==> src/rtl/seq_frame_sync.sv <==
// seq_frame_sync: hunt/verify/lock frame alignment behind a 12-bit sync-word detector.
// Keeps a flywheel bit counter, rides out up to MISS_MAX-1 missed syncs and flags payload starts.
// Optional macro SPUR_CNT_EN adds spur_cnt, a saturating count of off-position matches while locked.
module seq_frame_sync #(
  parameter int unsigned FRAME_LEN = 48,
  parameter int unsigned CONFIRM   = 2,
  parameter int unsigned MISS_MAX  = 3
) (
  input  logic                         clk,
  input  logic                         reset,
  input  logic                         det_in,
  input  logic                         clr,
  output logic [1:0]                   state,
  output logic                         locked,
  output logic                         frame_start,
  output logic                         lock_lost,
`ifdef SPUR_CNT_EN
  output logic [15:0]                  spur_cnt,
`endif
  output logic [$clog2(FRAME_LEN)-1:0] bit_pos
);

  localparam int unsigned BW = $clog2(FRAME_LEN);
  localparam int unsigned CW = 4;

  typedef enum logic [1:0] {
    ST_HUNT   = 2'd0,
    ST_VERIFY = 2'd1,
    ST_LOCKED = 2'd2
  } st_e;

  st_e           st;
  logic [CW-1:0] hit_cnt;
  logic [CW-1:0] miss_cnt;

  logic          exp_c;
  logic [BW-1:0] pos_next_c;
  logic [CW-1:0] hit_inc_c;
  logic [CW-1:0] miss_inc_c;

  assign state = st;

  // Expected-sync position and the free-running successor values
  always_comb begin
    exp_c      = (bit_pos == BW'(FRAME_LEN - 1));
    pos_next_c = exp_c ? '0 : bit_pos + BW'(1);
    hit_inc_c  = hit_cnt + CW'(1);
    miss_inc_c = miss_cnt + CW'(1);
  end

  // Alignment FSM with flywheel counter and registered status pulses
  always_ff @(posedge clk or negedge reset) begin
    if (!reset) begin
      st          <= ST_HUNT;
      bit_pos     <= '0;
      hit_cnt     <= '0;
      miss_cnt    <= '0;
      locked      <= 1'b0;
      frame_start <= 1'b0;
      lock_lost   <= 1'b0;
    end else if (clr) begin
      st          <= ST_HUNT;
      bit_pos     <= '0;
      hit_cnt     <= '0;
      miss_cnt    <= '0;
      locked      <= 1'b0;
      frame_start <= 1'b0;
      lock_lost   <= 1'b0;
    end else begin
      bit_pos     <= pos_next_c;
      frame_start <= 1'b0;
      lock_lost   <= 1'b0;
      case (st)
        ST_HUNT: begin
          if (det_in) begin
            bit_pos <= '0;
            hit_cnt <= CW'(1);
            if (CONFIRM == 1) begin
              st          <= ST_LOCKED;
              locked      <= 1'b1;
              miss_cnt    <= '0;
              frame_start <= 1'b1;
            end else begin
              st <= ST_VERIFY;
            end
          end
        end
        ST_VERIFY: begin
          // Matches away from the expected position do not re-anchor
          if (exp_c) begin
            if (det_in) begin
              hit_cnt <= hit_inc_c;
              if (hit_inc_c == CW'(CONFIRM)) begin
                st          <= ST_LOCKED;
                locked      <= 1'b1;
                miss_cnt    <= '0;
                frame_start <= 1'b1;
              end
            end else begin
              st      <= ST_HUNT;
              hit_cnt <= '0;
            end
          end
        end
        ST_LOCKED: begin
          if (exp_c) begin
            if (det_in) begin
              miss_cnt    <= '0;
              frame_start <= 1'b1;
            end else if (miss_inc_c == CW'(MISS_MAX)) begin
              st        <= ST_HUNT;
              locked    <= 1'b0;
              lock_lost <= 1'b1;
              miss_cnt  <= '0;
              hit_cnt   <= '0;
            end else begin
              // Flywheel frame: sync missed but payload timing still trusted
              miss_cnt    <= miss_inc_c;
              frame_start <= 1'b1;
            end
          end
        end
        default: begin
          st     <= ST_HUNT;
          locked <= 1'b0;
        end
      endcase
    end
  end

`ifdef SPUR_CNT_EN
  // Saturating count of off-position matches seen while locked
  always_ff @(posedge clk or negedge reset) begin
    if (!reset) begin
      spur_cnt <= '0;
    end else if (clr) begin
      spur_cnt <= '0;
    end else if (st == ST_LOCKED && !exp_c && det_in && spur_cnt != 16'hFFFF) begin
      spur_cnt <= spur_cnt + 16'd1;
    end
  end
`endif

endmodule

==> config.mk <==
export PLATFORM = sky130hd
export DESIGN_NAME = seq_frame_sync
export DESIGN_NICKNAME = d
export VERILOG_FILES = /design/src/rtl/seq_frame_sync.sv
export SDC_FILE = /design/constraint.sdc
export NUM_CORES = 1
export LEC_CHECK = 0
export BUFFER_PORTS_ARGS = -buffer_cell sky130_fd_sc_hd__buf_2
export CAP_MARGIN = 10
export CORE_MARGIN = 3
export CORE_UTILIZATION = 39
export DETAILED_ROUTE_END_ITERATION = 16
export PLACE_DENSITY = 0.61
export SLEW_MARGIN = 10
export SYNTH_ARGS = -nofsm -noshare
export SYNTH_HDL_FRONTEND = slang
export SYNTH_SLANG_ARGS = --single-unit
export TNS_END_PERCENT = 5
==> constraint.sdc <==
create_clock -name clk -period 3.1 [get_ports clk]
set_clock_uncertainty 0.2 [all_clocks]
set_input_delay 0.62 -clock clk [delete_from_list [all_inputs] [get_ports clk]]
set_output_delay 0.62 -clock clk [all_outputs]
set_load 0.02 [all_outputs]
# Word-level counts from Yosys, hierarchy flattened
# Cells that the tools add are included.
classes:
  add_sub_neg: 3
  n_eq_ne: 14
  mux: 50
  n_reduce_logical: 7
op_table:
  columns: ["cell", "n"]
  rows:
  - ["$mux W4", 14]
  - ["$mux W6", 4]
  - ["$ne A3 B3 Y1 const B", 7]
  - ["$mux W1", 19]
  - ["$mux W2", 8]
  - ["$pmux W4 S3", 1]
  - ["$reduce_and A6 Y1", 2]
  - ["$add A4 B1 Y4 const B", 2]
  - ["$eq A4 B2 Y1 const B", 2]
  - ["$pmux W4 S2", 1]
  - ["$reduce_and A7 Y1", 1]
  - ["$add A6 B1 Y6 const B", 1]
  - ["$eq A6 B6 Y1 const B", 1]
  - ["$pmux W2 S3", 1]
  - ["$reduce_and A5 Y1", 1]
  - ["$ne A4 B4 Y1 const B", 1]
  - ["$reduce_bool A4 Y1", 1]
  - ["$pmux W1 S3", 1]
  - ["$reduce_bool A3 Y1", 1]
  - ["$eq A2 B1 Y1 const B", 1]
  - ["$eq A2 B2 Y1 const B", 1]
  - ["$logic_not A2 Y1", 1]
  - ["$ne A2 B2 Y1 const B", 1]
  - ["$pmux W1 S2", 1]
totals:
  regBits: 19
  in_bits: 4
  out_inout_bits: 11
  word_cells: 81

# Longest topological paths before layout
# Gate-level depths: netlist of run 1.
logic_depth:
  ltp_word: 7
  ltp_mapped: 8
  depth_no_buf: 7

# Worst setup path before layout of run 1
# Ideal clock, no wire load.
synth_path:
  path_kind: "register to register"
  startpoint: "register st[0], in the netlist state[0]"
  endpoint: "register hit_cnt[3]"
  setup_ns: 0.121
  t_arrival_ns: 1.839
  required_time_ns: 2.779
  path_slack_ns: 0.940
  stages_incl_launch_ff: 8
  path_buffers: 1
  synth_period_minus_slack_ns: 2.160
  cell_sequence: "dfrtp_1 -> inv_1 -> ha_1 -> clkbuf_1 -> o32ai_2 -> a31oi_2 -> a311o_1 -> a22o_1"
synth_between:
  elab_chain_len: 3
  word_cells_on_any_way: 12
  cone_classes: "eq/ne: 7; mux: 2; reduce/logical: 3"
synth_lines:
  columns: ["item", "line_no", "source"]
  rows:
  - ["start, declared", "32", "st_e st;"]
  - ["start signal, assigned", "54", "st <= ST_HUNT;"]
  - ["start signal, assigned", "62", "st <= ST_HUNT;"]
  - ["start signal, assigned", "79", "st <= ST_LOCKED;"]
  - ["$eq A2 B2 Y1 (tied with other cells)", "73", "case (st)"]
  - ["$ne A3 B3 Y1 (no source line) (tied with other cells)", null, null]
  - ["$reduce_and A6 Y1 (no source line) / $mux W4 (equally long branches)", null, null]
  - ["end signal, assigned", "92", "hit_cnt <= hit_inc_c;"]
  - ["end, declared", "33", "logic [CW-1:0] hit_cnt;"]
# Several ways; a longest one is shown, not always the timed one.
# A chain may end at the register's enable or synchronous reset.

# Final worst setup path of run 1
layout_path:
  startpoint: "register st[1], in the netlist state[1]"
  endpoint: "register hit_cnt[3]"
# The elaborated chain is that of the path after synthesis.

==> results of run 1 <==
## registers in the layout (all words and copies together), names as in the netlist
name and cells:
bit_pos 6, miss_cnt 4, locked 1, frame_start 1, hit_cnt 4, state 2
lock_lost 1
## cells by family after synthesis
kind of cell	count (synthesis)	synth area share, %
AND/OR/NAND/NOR	55	24.3
AO/OA/AOI/OAI	33	21.9
flip-flops	19	37.1
buffers and inverters	14	4.49
adder cells (fa/ha/maj)	9	8.78
XOR/XNOR	4	2.73
multiplexers	1	0.781
## through the flow
| step | total power, mW | instances |
|---|---|---|
| 2_1_floorplan | 0.616 | 135 |
| 3_3_place_gp | 0.705 | 188 |
| 3_5_place_dp | 0.726 | 188 |
| 4_1_cts | 0.862 | 192 |
| 5_1_grt | 0.924 | 192 |
| 6_report | 0.849 | 192 |
## area by class of cell
cell class / instances / area [µm²] / area share [%]
Clock inverter: 1 / 5.00 / 0.354
Inverter: 8 / 30.0 / 2.12
Tap cell: 44 / 55.1 / 3.89
Timing Repair Buffer: 15 / 77.6 / 5.48
Sequential cell: 19 / 475 / 33.6
Multi-Input combinational cell: 102 / 749 / 53.0
Clock buffer: 3 / 22.5 / 1.59
## power breakdown
part / internal, mW / leakage (nW) / total [mW] / switching, mW
clock network: 0.0483 / 0.0177 / 0.135 / 0.0863
logic: 0.157 / 0.353 / 0.410 / 0.253
registers: 0.274 / 0.261 / 0.305 / 0.0305
total: 0.479 / 0.631 / 0.849 / 0.370
## cell usage after synthesis, types with 2 or more instances
cell | count | area, µm²
xor2_1 | 3 | 26.3
o31ai_1 | 4 | 30.0
inv_1 | 8 | 30.0
nand3_1 | 5 | 25.0
a31oi_1 | 2 | 12.5
ha_1 | 9 | 113
a21oi_1 | 5 | 25.0
nand2b_1 | 4 | 25.0
clkbuf_1 | 2 | 7.51
nor3_1 | 5 | 25.0
nor2b_1 | 2 | 12.5
o21ai_0 | 6 | 30.0
or3_1 | 2 | 12.5
and3b_1 | 2 | 17.5
o41ai_1 | 2 | 17.5
nand2_1 | 8 | 30.0
nor2_1 | 14 | 52.6
o32a_1 | 2 | 20.0
dfrtp_1 | 19 | 475
buf_2 | 4 | 20.0
and3_1 | 2 | 12.5
## path summary, 6_finish.rpt
path	slack [ps]	startpoint	endpoint	cells after the start
hold / removal	30	reset	lock_lost	1
hold reg to reg	280	bit_pos[0]	bit_pos[0]	1
setup reg to reg	790	state[1]	hit_cnt[3]	6
setup / recovery	790	state[1]	hit_cnt[3]	6
min in group clk	280	bit_pos[0]	bit_pos[0]	1
max in group asynchronous	2360	reset	state[0]	1
## metal layers
metal,up-vias,track usage [%]
li1,520,-
met1,510,20.0
met2,9,27.8
met3,6,2.67
met4,0,6.47
met5,-,0
## cells in the final DEF, fill, tap and decap left out, types with 2 or more instances in the layout
| cell | instances |
|---|---|
| xor2_1 | 3 |
| and3_1 | 2 |
| a31oi_1 | 2 |
| nor2b_1 | 2 |
| or3_1 | 2 |
| o31ai_1 | 4 |
| inv_1 | 8 |
| nand2_1 | 8 |
| nand2b_1 | 4 |
| o41ai_1 | 2 |
| o32a_1 | 2 |
| nor2_1 | 14 |
| clkbuf_4 | 3 |
| nand3_1 | 5 |
| a21oi_1 | 5 |
| ha_1 | 9 |
| and3b_1 | 2 |
| dfrtp_1 | 19 |
| o21ai_0 | 6 |
| nor3_1 | 5 |
| buf_2 | 14 |
## critical path: stages, from the launching register on
cell and delay, ps:
dfrtp_1 430, inv_1 120, ha_1 460, or3_1 210, a31oi_2 190, a311o_1 370, a22o_1 230
==> run_results.csv, run 1 <==
group,metric,value,unit
run_status,outcome,"finished clean",
clock_tree,cts_buffer_depth,2,
drt,dr.max_layer_used,"met4",
drt,wire_per_inst,14.7,µm
floorplan,die-area,4010,µm²
clock_tree,cts_root_buf,"clkbuf_4",
sta,drv_slew,0,
sta,finalWorstSetupSlack,786,ps
sta,tns,0,ps
clock_tree,cts_resized,0,
sta,rsz0062_at_grt,"no",
drt,drc,0,
critical_path,cp.arrival,2330,ps
clock_tree,cts_buffers,3,
clock_tree,cts_setup_buffers,0,
floorplan,num_rows,20,
synth,syn_avg_cell_area,9.50,µm²
synth,async_flop_share,100,%
finish,n_antenna_cell,0,
synth,synth_cell_type_count,46,
global_route,track_usage,16.2,%
synth,synth_edf_count,0,
clock_tree,insertion_delay,310,ps
clock_tree,clk_pin_slew,120,ps
worst_hold_path,hold_class,"input port to async pin",
drt,routed_wl,2830,µm
critical_path,cp-start-kind,"flop",
sta,setup_viol,0,
drt,first_pass_iters,4,
clock_tree,clkSinkCount,19,
synth,synthesis.nets,148,
sta,hold_viol,0,
finish,fin_area,1420,µm²
run,cap_violations,0,
placed_design,post-place-ws,814,ps
global_route,antenna_found_initial,0,
power,power-per-cell-area,600,nW/µm²
finish,post-route-util,45.6,%
synth,synth-seq-cells,19,
sta,max_freq,432,MHz
global_route,grt_max_degree,20,
drt,detail-route-antenna-nets,0,
finish,syn_to_final_growth,10.3,%
global_route,overflow,0,
placed_design,dp_hpwl,2090,µm
clock_tree,cts_hold_buf,0,
critical_path,crit_path_max_fanout,11,
critical_path,path_class,"flop to flop",
sta,layout_min_cycle_time,2310,ps
drt,routed_via_density,5.44,
power,p_leak,0.631,nW
clock_tree,htree_num_levels,1,
clock_tree,cts_tree,"built",
placed_design,globalplace.congestion,0.829,
global_route,grt_pass1_wl,5170,µm
drt,wl_met1,1300,µm
global_route,grt_pass1_vias,1042,
drt,drtIter0Drc,50,
sta,worstMarginPinSlew,460,ps
floorplan,initial_core_util,41.3,%
finish,fin_nets,162,
finish,fillers,328,
finish,layout-drive-gt1-share,18.9,%
synth,synthFlopType,"dfrtp_1",
sta,max_slew_margin,69.3,%
critical_path,end_kind,"flop",
floorplan,die_x,63.3,µm
placed_design,io_buffer_count,14,
sta,fin_crit_sh,74.7,%
placed_design,placed_cell_area,1390,µm²
drt,wl_met2,1430,µm
floorplan,die_h,63.3,µm
synth,ys_seq_area_share,37.1,%
drt,met3_length,51,µm
power,peakVddDrop,0.232,mV
synth,syn_area,1280,µm²
floorplan,core-area,3100,µm²
synth,synthCells,135,
sta,whs,32.8,ps
synth,ys_warn_count,0,
floorplan,ioPinCount,15,
drt,vias,1045,
critical_path,cp.required,3110,ps
Note: power is estimated with default switching activity, not from simulation.
==> run 2, diff against run 1 <==
Clock period 3.1 ns to 2.45 ns, I/O delays scaled along.
==> run 2 against run 1 <==
Wire length is 1.2% higher. Fmax grew 1.4%. Sequential cell count is the same. Die area is the same. Via count up 0.57%. Combinational power is 31% higher. Critical path type unchanged. Largest cell class unchanged. Largest power group unchanged.
==> run_results.csv, run 2 (same netlist as run 1, synthesis figures left out) <==
group,metric,value,unit
run_status,outcome,"finished clean",
power,power_frac_clock,15.2,%
global_route,grt_pass1_vias,1046,
drt,drc,0,
global_route,grt_pass1_wl,4930,µm
clock_tree,insertion_delay,300,ps
critical_path,cp.arrival,2310,ps
clock_tree,htree_num_levels,1,
sta,drv_slew,0,
placed_design,globalplace.congestion,0.829,
finish,layout_common_cells,"dfrtp_1 (19), nor2_1 (14), buf_2 (14), ha_1 (9)",
finish,top_register,"bit_pos",
critical_path,cp-start-kind,"flop",
critical_path,crit_family,"simple AND/OR/NAND/NOR gates",
drt,detail-route-antenna-nets,0,
drt,drtIter0Drc,61,
finish,largest_registers,"bit_pos x6, hit_cnt x4, miss_cnt x4",
finish,layout-drive-gt1-share,19.3,%
drt,routed_via_density,5.42,
sta,worstMarginPinSlew,441,ps
finish,n_antenna_cell,0,
critical_path,path_class,"flop to flop",
sta,layout_min_cycle_time,2280,ps
power,power-per-cell-area,760,nW/µm²
floorplan,num_rows,20,
critical_path,r2r_cells,6,
sta,max_freq,438,MHz
clock_tree,cts_setup_buffers,0,
sta,rsz0062_at_grt,"no",
placed_design,placed_cell_area,1400,µm²
clock_tree,cts_hold_buf,1,
clock_tree,cts_resized,0,
worst_hold_path,holdPathStages,1,
drt,first_pass_iters,4,
finish,layout_commonest_cell,"dfrtp_1",
critical_path,cpPeakStageDelay,560,ps
floorplan,die_h,63.3,µm
run,cap_violations,0,
sta,fin_crit_sh,93.2,%
power,p_sw,0.472,mW
sta,max_slew_margin,70.6,%
finish,fillers,318,
placed_design,dp_hpwl,2130,µm
floorplan,core-area,3100,µm²
critical_path,cpMaxStageDelayCell,"or4b_4",
drt,vias,1051,
clock_tree,cts_tree,"built",
finish,syn_to_final_growth,11.7,%
critical_path,crit_path_max_fanout,7,
floorplan,die_x,63.3,µm
sta,hold_viol,0,
power,peakVddDrop,0.360,mV
placed_design,io_buffer_count,14,
power,sw_frac_of_total,43.3,%
critical_path,path_cells,"ha_1 -> or4b_4 -> o31ai_4 -> a31oi_4 -> or2_1 -> o31ai_1",
critical_path,cp.required,2470,ps
global_route,overflow,0,
power,pwr-share-comb,49.4,%
critical_path,worst-path-stages,6,
global_route,grt_max_degree,20,
worst_hold_path,hold_class,"flop to flop",
critical_path,worst-path-buf-inv,0,
clock_tree,cts_root_buf,"clkbuf_4",
global_route,antenna_found_initial,0,
finish,fin_nets,164,
power,seqPwrFrac,35.4,%
clock_tree,clk_pin_slew,120,ps
global_route,track_usage,15.3,%
finish,largest_reg_flops,6,
power,p_int,0.618,mW
finish,fin_area,1430,µm²
floorplan,ioPinCount,15,
floorplan,die-area,4010,µm²
sta,setup_viol,0,
clock_tree,cts_buffers,3,
sta,tns,0,ps
clock_tree,cts_buffer_depth,2,
clock_tree,clkSinkCount,19,
power,p_leak,0.640,nW
critical_path,end_kind,"flop",
drt,routed_wl,2860,µm
drt,wire_per_inst,14.8,µm
floorplan,initial_core_util,41.3,%
==> run 2: layout make-up <==
cell class / instances / area, µm² / area share, %
multi-input combinational: 102 / 749 / 52.3
sequential: 19 / 475 / 33.2
timing repair buffer: 17 / 95.1 / 6.64
tap: 44 / 55.1 / 3.84
inverter: 8 / 30.0 / 2.10
clock buffer: 3 / 22.5 / 1.57
clock inverter: 1 / 5.00 / 0.349
==> run 2: worst reg2reg max path, stage by stage, from the launching register on <==
cell and delay [ps]:
dfrtp_1 470, ha_1 270, or4b_4 560, o31ai_4 120
a31oi_4 130, or2_1 240, o31ai_1 220
==> run 2: power by group through the flow <==
stage / clock, mW / combinational, mW / sequential, mW
after global placement: 0 / 0.516 / 0.387
final: 0.166 / 0.538 / 0.386
after CTS: 0.172 / 0.542 / 0.386
after global routing: 0.187 / 0.594 / 0.393
after detailed placement: 0 / 0.539 / 0.392
after floorplan: 0 / 0.363 / 0.416
==> run 2: path summary, 6_finish.rpt <==
check / startpoint / slack (ps) / to
max reg2reg: hit_cnt[0] / 170 / miss_cnt[0]
min: bit_pos[0] / 300 / bit_pos[0]
min reg2reg: bit_pos[0] / 300 / bit_pos[0]
max in group asynchronous: reset / 1290 / hit_cnt[0]
max: hit_cnt[0] / 170 / miss_cnt[0]
min in group asynchronous: reset / 440 / bit_pos[3]
==> run 2: metrics by stage <==
step                      utilization, %  hold slack [ps]  total power [mW]  setup slack [ps]  instances
after global placement              45.0              256             0.903               212        189
after detailed placement            45.0              260             0.931               182        189
after CTS                           46.2              297              1.10               167        194
after global routing                46.2              305              1.17              59.8        194
after floorplan                        -            -5.59             0.779               290        135
final                               46.2              296              1.09               167        194
==> run 2: layer usage <==
layer | wire, µm | vias to the layer above | share of wire (%) | track usage (%)
met5 | 0 | - | 0 | 0
met1 | 1300 | 519 | 45 | 19.4
li1 | - | 519 | - | -
met4 | 20 | 0 | 0.70 | 4.04
met3 | 74 | 2 | 2.6 | 2.67
met2 | 1470 | 11 | 51 | 26.6
==> run 3, diff against run 2 <==
Settings changed: MAX_ROUTING_LAYER set to met4.
==> run 3 against run 2 <==
Cell count unchanged. Via count decreased by 0.19%. Largest power group unchanged. Clock power about the same. Sequential power about the same. Utilization unchanged. Power about the same. Design area unchanged. Sequential share of layout area unchanged.
==> run_results.csv, run 3 (same netlist as run 1, synthesis figures left out) <==
group,metric,value,unit
critical_path,crit_path_max_fanout,7,
power,p_leak,0.640,nW
global_route,grt_pass1_vias,1046,
finish,layout_commonest_cell,"dfrtp_1",
floorplan,initial_core_util,41.3,%
clock_tree,insertion_delay,300,ps
placed_design,io_buffer_count,14,
clock_tree,htree_num_levels,1,
drt,detail-route-antenna-nets,0,
critical_path,cp-start-kind,"flop",
sta,layout_min_cycle_time,2280,ps
power,p_int,0.618,mW
sta,hold_viol,0,
run,cap_violations,0,
drt,first_pass_iters,4,
sta,tns,0,ps
global_route,overflow,0,
clock_tree,cts_buffers,3,
finish,layout_common_cells,"dfrtp_1 (19), nor2_1 (14), buf_2 (14), ha_1 (9)",
clock_tree,clk_pin_slew,120,ps
power,power_frac_clock,15.2,%
clock_tree,cts_hold_buf,1,
placed_design,dp_hpwl,2130,µm
placed_design,dp.cells,189,
power,pwr-share-comb,49.4,%
finish,top_register,"bit_pos",
global_route,grt_max_degree,20,
finish,largest_reg_flops,6,
placed_design,globalplace.congestion,0.841,
finish,fin_nets,164,
sta,setup_viol,0,
clock_tree,clkSinkCount,19,
drt,routed_wl,2860,µm
sta,rsz0062_at_grt,"no",
run_status,outcome,"finished clean",
drt,drc,0,
finish,instances_no_fill,194,
clock_tree,cts_setup_buffers,0,
critical_path,path_class,"flop to flop",
sta,drv_slew,0,
floorplan,die-area,4010,µm²
power,power-per-cell-area,761,nW/µm²
critical_path,cp.arrival,2310,ps
global_route,grt_pass1_wl,4930,µm
clock_tree,cts_buffer_depth,2,
finish,layout-drive-gt1-share,19.3,%
drt,wire_per_inst,14.8,µm
drt,routed_via_density,5.41,
clock_tree,cts_resized,0,
power,sw_frac_of_total,43.3,%
floorplan,die_x,63.3,µm
sta,max_freq,438,MHz
finish,n_antenna_cell,0,
floorplan,num_rows,20,
clock_tree,cts_tree,"built",
drt,vias,1049,
floorplan,ioPinCount,15,
global_route,track_usage,15.7,%
floorplan,core-area,3100,µm²
critical_path,end_kind,"flop",
power,peakVddDrop,0.360,mV
drt,drtIter0Drc,54,
sta,max_slew_margin,70.5,%
finish,largest_registers,"bit_pos x6, hit_cnt x4, miss_cnt x4",
floorplan,die_h,63.3,µm
power,p_sw,0.472,mW
global_route,antenna_found_initial,0,
power,seqPwrFrac,35.4,%
worst_hold_path,hold_class,"flop to flop",
critical_path,cp.required,2470,ps
sta,fin_crit_sh,93.2,%
sta,worstMarginPinSlew,443,ps
clock_tree,cts_root_buf,"clkbuf_4",
finish,syn_to_final_growth,11.7,%
==> run 3: cell counts in the layout (fill, tap and decap cells not counted) <==
No cell type changed its count.
==> run 3: routing by layer <==
| metal | track usage, % | part of all wire, % | up-vias | wire, µm |
|---|---|---|---|---|
| li1 | - | - | 519 | - |
| met1 | 19.2 | 46 | 517 | 1300 |
| met2 | 26.7 | 51 | 11 | 1460 |
| met3 | 2.67 | 2.6 | 2 | 74 |
| met4 | 4.04 | 0.70 | 0 | 20 |
| met5 | - | 0 | - | 0 |
==> run 3: cell type report <==
class | instances | area [µm²]
clock buffers | 3 | 22.5
multi-input cells | 102 | 749
flip-flops and latches | 19 | 475
repair buffers | 17 | 95.1
clock inverters | 1 | 5.00
fillers | 318 | 1670
inverters | 8 | 30.0
well taps | 44 | 55.1
==> run 3: power by group through the flow <==
stage          combinational [mW]  sequential [mW]  clock (mW)
2_1_floorplan               0.363            0.416           0
3_3_place_gp                0.516            0.387           0
3_5_place_dp                0.539            0.392           0
4_1_cts                     0.542            0.386       0.172
5_1_grt                     0.594            0.393       0.187
6_report                    0.538            0.386       0.166
==> run 3: path summary, 6_finish.rpt <==
path | startpoint | endpoint | slack [ps] | depth (start not counted)
min in group asynchronous | reset | bit_pos[3] | 440 | 2
max | hit_cnt[0] | miss_cnt[0] | 170 | 6
min | bit_pos[0] | bit_pos[0] | 290 | 1
max reg2reg | hit_cnt[0] | miss_cnt[0] | 170 | 6
max in group asynchronous | reset | hit_cnt[0] | 1290 | 2
min reg2reg | bit_pos[0] | bit_pos[0] | 290 | 1
==> run 3: per-stage QoR <==
stage	power, mW	hold WS, ps	util (%)	cell area, µm²	setup slack, ps
finish	1.09	291	46.2	1430	168
global route	1.17	305	46.2	1430	59.8
CTS	1.10	297	46.2	1430	167
detailed placement	0.931	260	45.0	1400	182
global placement	0.903	256	45.0	1400	212
floorplan	0.779	-5.59	-	1280	290
==> run 3: worst max-delay path: stages, from the launching register on <==
cell and delay (ps):
dfrtp_1 470, ha_1 270, or4b_4 560, o31ai_4 120, a31oi_4 130, or2_1 240
o31ai_1 220
